### src/rtl/sdc_blk_arb_if.sv
`default_nettype none
// ============================================================================
//  Module      : sdc_blk_arb_if
//  Description : Block-request bundle between the two-drive SD controller,
//                the block arbiter and the single MiSTer host block port.
//  Revision    : 1.0  initial release
// ============================================================================
interface sdc_blk_arb_if;
    // controller side
    logic [1:0]  drv_rd;
    logic [1:0]  drv_wr;
    logic [31:0] drv_lba0;
    logic [31:0] drv_lba1;
    logic [1:0]  drv_ack;
    logic [8:0]  drv_buff_addr;
    logic [7:0]  drv_buff_dout;
    logic        drv_buff_wr;
    logic [7:0]  drv_buff_din0;
    logic [7:0]  drv_buff_din1;
    // host side
    logic        hps_rd;
    logic        hps_wr;
    logic [31:0] hps_lba;
    logic        hps_ack;
    logic [8:0]  hps_buff_addr;
    logic [7:0]  hps_buff_dout;
    logic [7:0]  hps_buff_din;
    logic        hps_buff_wr;
    // status
    logic        busy;
    logic        cur_drive;
    logic        timeout;

    // arbiter view
    modport master (
        input  drv_rd, drv_wr, drv_lba0, drv_lba1, drv_buff_din0, drv_buff_din1,
        input  hps_ack, hps_buff_addr, hps_buff_dout, hps_buff_wr,
        output drv_ack, drv_buff_addr, drv_buff_dout, drv_buff_wr,
        output hps_rd, hps_wr, hps_lba, hps_buff_din,
        output busy, cur_drive, timeout
    );

    // controller + host view
    modport slave (
        output drv_rd, drv_wr, drv_lba0, drv_lba1, drv_buff_din0, drv_buff_din1,
        output hps_ack, hps_buff_addr, hps_buff_dout, hps_buff_wr,
        input  drv_ack, drv_buff_addr, drv_buff_dout, drv_buff_wr,
        input  hps_rd, hps_wr, hps_lba, hps_buff_din,
        input  busy, cur_drive, timeout
    );
endinterface
`default_nettype wire

### src/rtl/sdc_blk_arb.sv
`default_nettype none
// ============================================================================
//  Module      : sdc_blk_arb
//  Description : Round-robin merge of two drive block-request channels onto
//                one host block port, with LBA latch and ack watchdog.
//  Revision    : 1.0  initial release
// ============================================================================
module sdc_blk_arb #(
    parameter int                   TIMEOUT_W      = 24,
    parameter logic [TIMEOUT_W-1:0] TIMEOUT_CYCLES = 24'd4000000
) (
    input  wire logic      CLK,
    input  wire logic      RESET,
    sdc_blk_arb_if.master  bus
);

    localparam logic [TIMEOUT_W-1:0] c_one        = {{(TIMEOUT_W-1){1'b0}}, 1'b1};
    localparam logic [TIMEOUT_W-1:0] c_count_last = TIMEOUT_CYCLES - c_one;

    typedef enum logic [1:0] {
        S_IDLE = 2'd0,
        S_REQ  = 2'd1,
        S_XFER = 2'd2,
        S_DONE = 2'd3
    } t_state;

    t_state               r_state;
    logic                 r_last_served;
    logic [TIMEOUT_W-1:0] r_count;
    logic                 r_hps_rd;
    logic                 r_hps_wr;
    logic [31:0]          r_hps_lba;
    logic                 r_cur_drive;
    logic                 r_timeout;

    logic [1:0]           w_req;
    logic                 w_grant;
    logic                 w_g_rd;
    logic                 w_g_wr;
    logic [31:0]          w_g_lba;
    logic                 w_active;

    assign w_req   = bus.drv_rd | bus.drv_wr;
    // Tie goes to the drive that was not served last.
    assign w_grant = (w_req == 2'b11) ? ~r_last_served : w_req[1];
    assign w_g_rd  = w_grant ? bus.drv_rd[1]   : bus.drv_rd[0];
    assign w_g_wr  = w_grant ? bus.drv_wr[1]   : bus.drv_wr[0];
    assign w_g_lba = w_grant ? bus.drv_lba1    : bus.drv_lba0;

    always_ff @(posedge CLK) begin
        if (RESET) begin
            r_state       <= S_IDLE;
            r_last_served <= 1'b1;
            r_count       <= '0;
            r_hps_rd      <= 1'b0;
            r_hps_wr      <= 1'b0;
            r_hps_lba     <= 32'd0;
            r_cur_drive   <= 1'b0;
            r_timeout     <= 1'b0;
        end else begin
            r_timeout <= 1'b0;
            case (r_state)
                S_IDLE: begin
                    // A lingering host ack (after reset or timeout) blocks new grants.
                    if (!bus.hps_ack && (w_req != 2'b00)) begin
                        r_cur_drive <= w_grant;
                        r_hps_lba   <= w_g_lba;
                        r_hps_rd    <= w_g_rd;
                        r_hps_wr    <= w_g_wr & ~w_g_rd;
                        r_count     <= '0;
                        r_state     <= S_REQ;
                    end
                end
                S_REQ: begin
                    if (bus.hps_ack) begin
                        r_hps_rd <= 1'b0;
                        r_hps_wr <= 1'b0;
                        r_state  <= S_XFER;
                    end else if (r_count == c_count_last) begin
                        r_hps_rd  <= 1'b0;
                        r_hps_wr  <= 1'b0;
                        r_timeout <= 1'b1;
                        r_state   <= S_IDLE;
                    end else begin
                        r_count <= r_count + c_one;
                    end
                end
                S_XFER: begin
                    if (!bus.hps_ack) begin
                        r_last_served <= r_cur_drive;
                        r_state       <= S_DONE;
                    end
                end
                S_DONE: begin
                    r_state <= S_IDLE;
                end
                default: begin
                    r_state <= S_IDLE;
                end
            endcase
        end
    end

    assign w_active = (r_state == S_REQ) || (r_state == S_XFER);

    assign bus.drv_ack       = !w_active   ? 2'b00
                             : r_cur_drive ? {bus.hps_ack, 1'b0}
                             :               {1'b0, bus.hps_ack};
    assign bus.drv_buff_addr = bus.hps_buff_addr;
    assign bus.drv_buff_dout = bus.hps_buff_dout;
    assign bus.drv_buff_wr   = bus.hps_buff_wr & bus.hps_ack & w_active;
    // Controller buffer read data is already registered; plain mux only.
    assign bus.hps_buff_din  = !w_active   ? 8'd0
                             : r_cur_drive ? bus.drv_buff_din1
                             :               bus.drv_buff_din0;

    assign bus.hps_rd    = r_hps_rd;
    assign bus.hps_wr    = r_hps_wr;
    assign bus.hps_lba   = r_hps_lba;
    assign bus.busy      = (r_state != S_IDLE);
    assign bus.cur_drive = r_cur_drive;
    assign bus.timeout   = r_timeout;

endmodule
`default_nettype wire

### src/flat_wrapper.sv
// flat-port wrapper written by rule: the top's interface ports become plain ports
module sdc_blk_arb_flat 
#(
    parameter int                   TIMEOUT_W      = 24,
    parameter logic [TIMEOUT_W-1:0] TIMEOUT_CYCLES = 24'd4000000
)
  (CLK, RESET, bus_drv_rd, bus_drv_wr, bus_drv_lba0, bus_drv_lba1, bus_drv_buff_din0, bus_drv_buff_din1, bus_hps_ack, bus_hps_buff_addr, bus_hps_buff_dout, bus_hps_buff_wr, bus_drv_ack, bus_drv_buff_addr, bus_drv_buff_dout, bus_drv_buff_wr, bus_hps_rd, bus_hps_wr, bus_hps_lba, bus_hps_buff_din, bus_busy, bus_cur_drive, bus_timeout);
  sdc_blk_arb_if bus_i ();
  input  wire logic CLK;
  input  wire logic RESET;
  input wire logic [$bits(bus_i.drv_rd)-1:0] bus_drv_rd;
  input wire logic [$bits(bus_i.drv_wr)-1:0] bus_drv_wr;
  input wire logic [$bits(bus_i.drv_lba0)-1:0] bus_drv_lba0;
  input wire logic [$bits(bus_i.drv_lba1)-1:0] bus_drv_lba1;
  input wire logic [$bits(bus_i.drv_buff_din0)-1:0] bus_drv_buff_din0;
  input wire logic [$bits(bus_i.drv_buff_din1)-1:0] bus_drv_buff_din1;
  input wire logic [$bits(bus_i.hps_ack)-1:0] bus_hps_ack;
  input wire logic [$bits(bus_i.hps_buff_addr)-1:0] bus_hps_buff_addr;
  input wire logic [$bits(bus_i.hps_buff_dout)-1:0] bus_hps_buff_dout;
  input wire logic [$bits(bus_i.hps_buff_wr)-1:0] bus_hps_buff_wr;
  output wire logic [$bits(bus_i.drv_ack)-1:0] bus_drv_ack;
  output wire logic [$bits(bus_i.drv_buff_addr)-1:0] bus_drv_buff_addr;
  output wire logic [$bits(bus_i.drv_buff_dout)-1:0] bus_drv_buff_dout;
  output wire logic [$bits(bus_i.drv_buff_wr)-1:0] bus_drv_buff_wr;
  output wire logic [$bits(bus_i.hps_rd)-1:0] bus_hps_rd;
  output wire logic [$bits(bus_i.hps_wr)-1:0] bus_hps_wr;
  output wire logic [$bits(bus_i.hps_lba)-1:0] bus_hps_lba;
  output wire logic [$bits(bus_i.hps_buff_din)-1:0] bus_hps_buff_din;
  output wire logic [$bits(bus_i.busy)-1:0] bus_busy;
  output wire logic [$bits(bus_i.cur_drive)-1:0] bus_cur_drive;
  output wire logic [$bits(bus_i.timeout)-1:0] bus_timeout;
  assign bus_i.drv_rd = bus_drv_rd;
  assign bus_i.drv_wr = bus_drv_wr;
  assign bus_i.drv_lba0 = bus_drv_lba0;
  assign bus_i.drv_lba1 = bus_drv_lba1;
  assign bus_i.drv_buff_din0 = bus_drv_buff_din0;
  assign bus_i.drv_buff_din1 = bus_drv_buff_din1;
  assign bus_i.hps_ack = bus_hps_ack;
  assign bus_i.hps_buff_addr = bus_hps_buff_addr;
  assign bus_i.hps_buff_dout = bus_hps_buff_dout;
  assign bus_i.hps_buff_wr = bus_hps_buff_wr;
  assign bus_drv_ack = bus_i.drv_ack;
  assign bus_drv_buff_addr = bus_i.drv_buff_addr;
  assign bus_drv_buff_dout = bus_i.drv_buff_dout;
  assign bus_drv_buff_wr = bus_i.drv_buff_wr;
  assign bus_hps_rd = bus_i.hps_rd;
  assign bus_hps_wr = bus_i.hps_wr;
  assign bus_hps_lba = bus_i.hps_lba;
  assign bus_hps_buff_din = bus_i.hps_buff_din;
  assign bus_busy = bus_i.busy;
  assign bus_cur_drive = bus_i.cur_drive;
  assign bus_timeout = bus_i.timeout;
  sdc_blk_arb #(.TIMEOUT_W(TIMEOUT_W), .TIMEOUT_CYCLES(TIMEOUT_CYCLES)) u_core (.CLK(CLK), .RESET(RESET), .bus(bus_i));
endmodule
### config.mk
export PLATFORM = sky130hd
export DESIGN_NAME = sdc_blk_arb_flat
export DESIGN_NICKNAME = d
export VERILOG_FILES = /design/src/rtl/sdc_blk_arb_if.sv /design/src/rtl/sdc_blk_arb.sv /design/src/flat_wrapper.sv
export SDC_FILE = /design/constraint.sdc
export NUM_CORES = 1
export LEC_CHECK = 0
export ABC_AREA = 1
export BUFFER_PORTS_ARGS = -buffer_cell sky130_fd_sc_hd__buf_4
export CORE_MARGIN = 8
export CORE_UTILIZATION = 43
export DETAILED_ROUTE_END_ITERATION = 7
export PLACE_DENSITY = 0.74
export RECOVER_POWER = 50
export REMOVE_ABC_BUFFERS = 1
export SLEW_MARGIN = 20
export SYNTH_ARGS = -nofsm -noshare
export SYNTH_HDL_FRONTEND = slang
export SYNTH_SLANG_ARGS = --single-unit
### constraint.sdc
create_clock -name CLK -period 1.8 [get_ports CLK]
set_clock_uncertainty 0.15 [all_clocks]
set_input_delay 0.27 -clock CLK [delete_from_list [all_inputs] [get_ports CLK]]
set_output_delay 0.27 -clock CLK [all_outputs]
set_load 0.02 [all_outputs]
==> results.json <==
{
  "status": "complete, but fails checks",
  "violations": "setup timing",
  "die_h_um": 111,
  "cts_buffer_depth": 2,
  "synth_area_leaders": "dfxtp_1, nand2_1, nor2_1, a21oi_1, o21ai_0",
  "core_area_um2": 8720,
  "crit_buf_inv": 3,
  "drt-total-wl_um": 13300,
  "finish.utilization": 0.625,
  "hold_viol": 0,
  "ios": 170,
  "fin_nets": 881,
  "clk_pin_slew_ns": 0.08,
  "drt_pass1_iterations": 5,
  "yosysTopAreaCell": "dfxtp_1",
  "vdd_drop_max_v": 0.000536,
  "clockRootBuffer": "clkbuf_8",
  "antenna_found_initial": 0,
  "cpMostUsedCell": "buf_4",
  "worst_ep_required_time_ns": 1.38,
  "critPathArrivalTime_ns": 1.47,
  "gp_congestion": 0.865,
  "max_freq_ghz": 0.529,
  "max-cap-violations": 0,
  "cp_max_fo": 6,
  "slew_violations": 0,
  "end_kind": "output port",
  "first_global_vias": 4573,
  "hold_path_end": "u_core.bus.hps_lba[27]",
  "worstHoldPathCells": 3,
  "design.die.area_um2": 12300,
  "n_antenna_cell": 0,
  "crit_path_max_incr_delay_ns": 0.36,
  "path_cells": "inv_4 > ha_4 > buf_4 > nand2_4 > nor2_1 > buf_4",
  "min_from": "bus_drv_lba1[27]",
  "min_period_ns": 1.89,
  "reg2reg_slack_ns": -0.03,
  "htree_levels": 3,
  "startpoint_type": "register",
  "cts_tree": "built",
  "area_growth_pct": 41.1,
  "grt_setup_unrepaired": "true",
  "start_util": 0.443,
  "remaining_drc_errors": 0,
  "clock_latency_ns": 0.34,
  "drt-vias-per-instance": 5.16,
  "cts.sinks": 63,
  "syn_area_um2": 3860,
  "yosys_register_bits": 63,
  "ys_seq_area_frac": 0.327,
  "crit_family": "flip-flops",
  "die_w_um": 111,
  "vias": 4554,
  "path_class": "reg -> out",
  "post-route-period-util": 1.05,
  "dp_slack_ns": -0.0309,
  "yosysTopAreaCellShare": 0.327,
  "worstReg2RegStart": "u_core.r_count[20]",
  "port_buffers": 135,
  "setup_ws_ns": -0.0888,
  "grt.overflow.total": 0,
  "synthCells": 634,
  "cts-buffers-inserted": 9,
  "power.density_nw_per_um2": 1240,
  "track_usage": 0.208,
  "slew_headroom": 0.791,
  "rr_worst_depth": 10,
  "r2r-end": "u_core.r_count[9]",
  "synthDistinctLibCells": 29,
  "wire_per_inst_um": 15.0,
  "fillers": 815,
  "worst_path_max_delay_cell": "dfxtp_2",
  "avgSynthCellArea_um2": 6.09,
  "setup_viol": 16,
  "grt_first_pass_wirelength_um": 21600,
  "yosysWarnings": 0,
  "drive_above_1_share": 0.280,
  "drt_iter0_drc": 217,
  "grt_start_max_net_pins": 67,
  "ant_nets": 0,
  "hold_path_class": "in -> reg",
  "p_leak_uw": 0.00236,
  "fp-row-count": 34,
  "dp_hpwl_um": 9260,
  "tightest_slew_ns": 0.312
}
## through the flow
stage	power [uW]	hold WS [ns]	TNS, ns	area [um^2]	instances
6_report	6770	0.0531	-0.561	5450	883
5_1_grt	7270	0.0497	-2.90	5450	883
4_1_cts	6600	0.0338	-0.413	5320	876
3_5_place_dp	5010	0.307	-0.146	4920	849
3_3_place_gp	4930	0.302	0	4920	849
2_1_floorplan	3740	0.182	-63.79	3580	585
## cells in the final DEF, fill, tap and decap left out, types with 2 or more instances in the layout
| cell type | netlist | layout |
|---|---|---|
| inv_1 | 48 | 45 |
| buf_12 | 0 | 6 |
| buf_6 | 2 | 4 |
| o21ai_1 | 8 | 10 |
| nand2_1 | 151 | 142 |
| clkbuf_1 | 17 | 25 |
| nand2_4 | 1 | 3 |
| dfxtp_2 | 0 | 11 |
| inv_4 | 0 | 2 |
| nor2_1 | 147 | 141 |
| ha_4 | 0 | 3 |
| a21oi_1 | 61 | 58 |
| o21ai_0 | 39 | 36 |
| a21oi_2 | 1 | 4 |
| nor2_2 | 2 | 4 |
| nand4_1 | 23 | 23 |
| nand3_4 | 2 | 6 |
| buf_4 | 17 | 134 |
| nand2_2 | 1 | 8 |
| nor2_4 | 3 | 7 |
| dfxtp_1 | 63 | 52 |
| clkinv_2 | 0 | 2 |
| clkinvlp_4 | 0 | 3 |
| inv_2 | 2 | 3 |
| nand3_1 | 20 | 18 |
| clkbuf_8 | 0 | 9 |
## registers in the layout (all words and copies together), names as in the netlist, named ones only
register              flops
u_core.bus.hps_rd         1
u_core.bus.hps_wr         1
u_core.r_last_served      1
u_core.bus.cur_drive      1
u_core.bus.hps_lba       32
u_core.r_state            1
u_core.r_count           24
u_core.bus.timeout        1
## routing by layer
| layer | global-route usage | wire, um | up-vias |
|---|---|---|---|
| li1 | - | - | 2289 |
| met1 | 0.236 | 5370 | 2022 |
| met2 | 0.326 | 6070 | 215 |
| met3 | 0.0920 | 1520 | 28 |
| met4 | 0.0946 | 333 | 0 |
| met5 | 0 | 0 | - |
## worst max-delay path by stage
| stage | startpoint | to | slack [ns] | cells after the start |
|---|---|---|---|---|
| after floorplan | u_core.r_state[0] | u_core.r_count[17] | -1.49 | 7 |
| after global placement | register | u_core.bus.hps_rd | 0.04 | 9 |
| after detailed placement | register | u_core.r_count[2] | -0.03 | 7 |
| after CTS | register | bus_hps_buff_din[2] | -0.09 | 6 |
| after global routing | u_core.r_state[0] | bus_drv_ack[1] | -0.15 | 6 |
| final | register | bus_drv_ack[1] | -0.09 | 6 |
## synthesized netlist by cell type (all sizes together)
master	instances
nor4	1
clkbuf	17
o21ai	48
nand2	153
xor2	1
nor3	2
dfxtp	63
and2	1
ha	5
nand4	23
buf	32
nand3	22
nand3b	1
inv	50
nor2	152
a21oi	62
a22oi	1
## worst min-delay path, cell delays in order
cell and delay [ns]:
buf_4 0.08, o21ai_1 0.06, a21oi_1 0.11
## report_power, final
| group | total [uW] | internal, uW | switching (uW) |
|---|---|---|---|
| sequential | 1880 | 1680 | 201 |
| combinational | 3680 | 1520 | 2160 |
| clock | 1210 | 626 | 584 |
## logic make-up (layout without fill, tap and decap cells)
kind of cell / after synthesis / in the layout / synth area share
buf+inv: 99 / 237 / 0.121
flops: 63 / 63 / 0.327
compound gates: 111 / 111 / 0.148
xor+xnor: 1 / 1 / 0.00227
fa+ha+maj: 5 / 5 / 0.0162
simple gates: 355 / 358 / 0.386
## layout make-up
cell class,instances,area [um^2],area share
Clock inverter,6,62.6,0.0115
Clock buffer,9,124,0.0227
Sequential cell,63,1270,0.234
Multi-Input combinational cell,475,2330,0.428
Timing Repair Buffer,172,1330,0.244
Tap cell,108,135,0.0248
Inverter,50,193,0.0354
## timing repair
action	CTS	global route
cloned	3	2
pin swaps	8	21
hold endpoints to repair	1	0
resized for setup	30	41
setup buffers	8	5
setup endpoints to repair	37	50
hold buffers	1	0
Power figures use the tool's default switching activity.
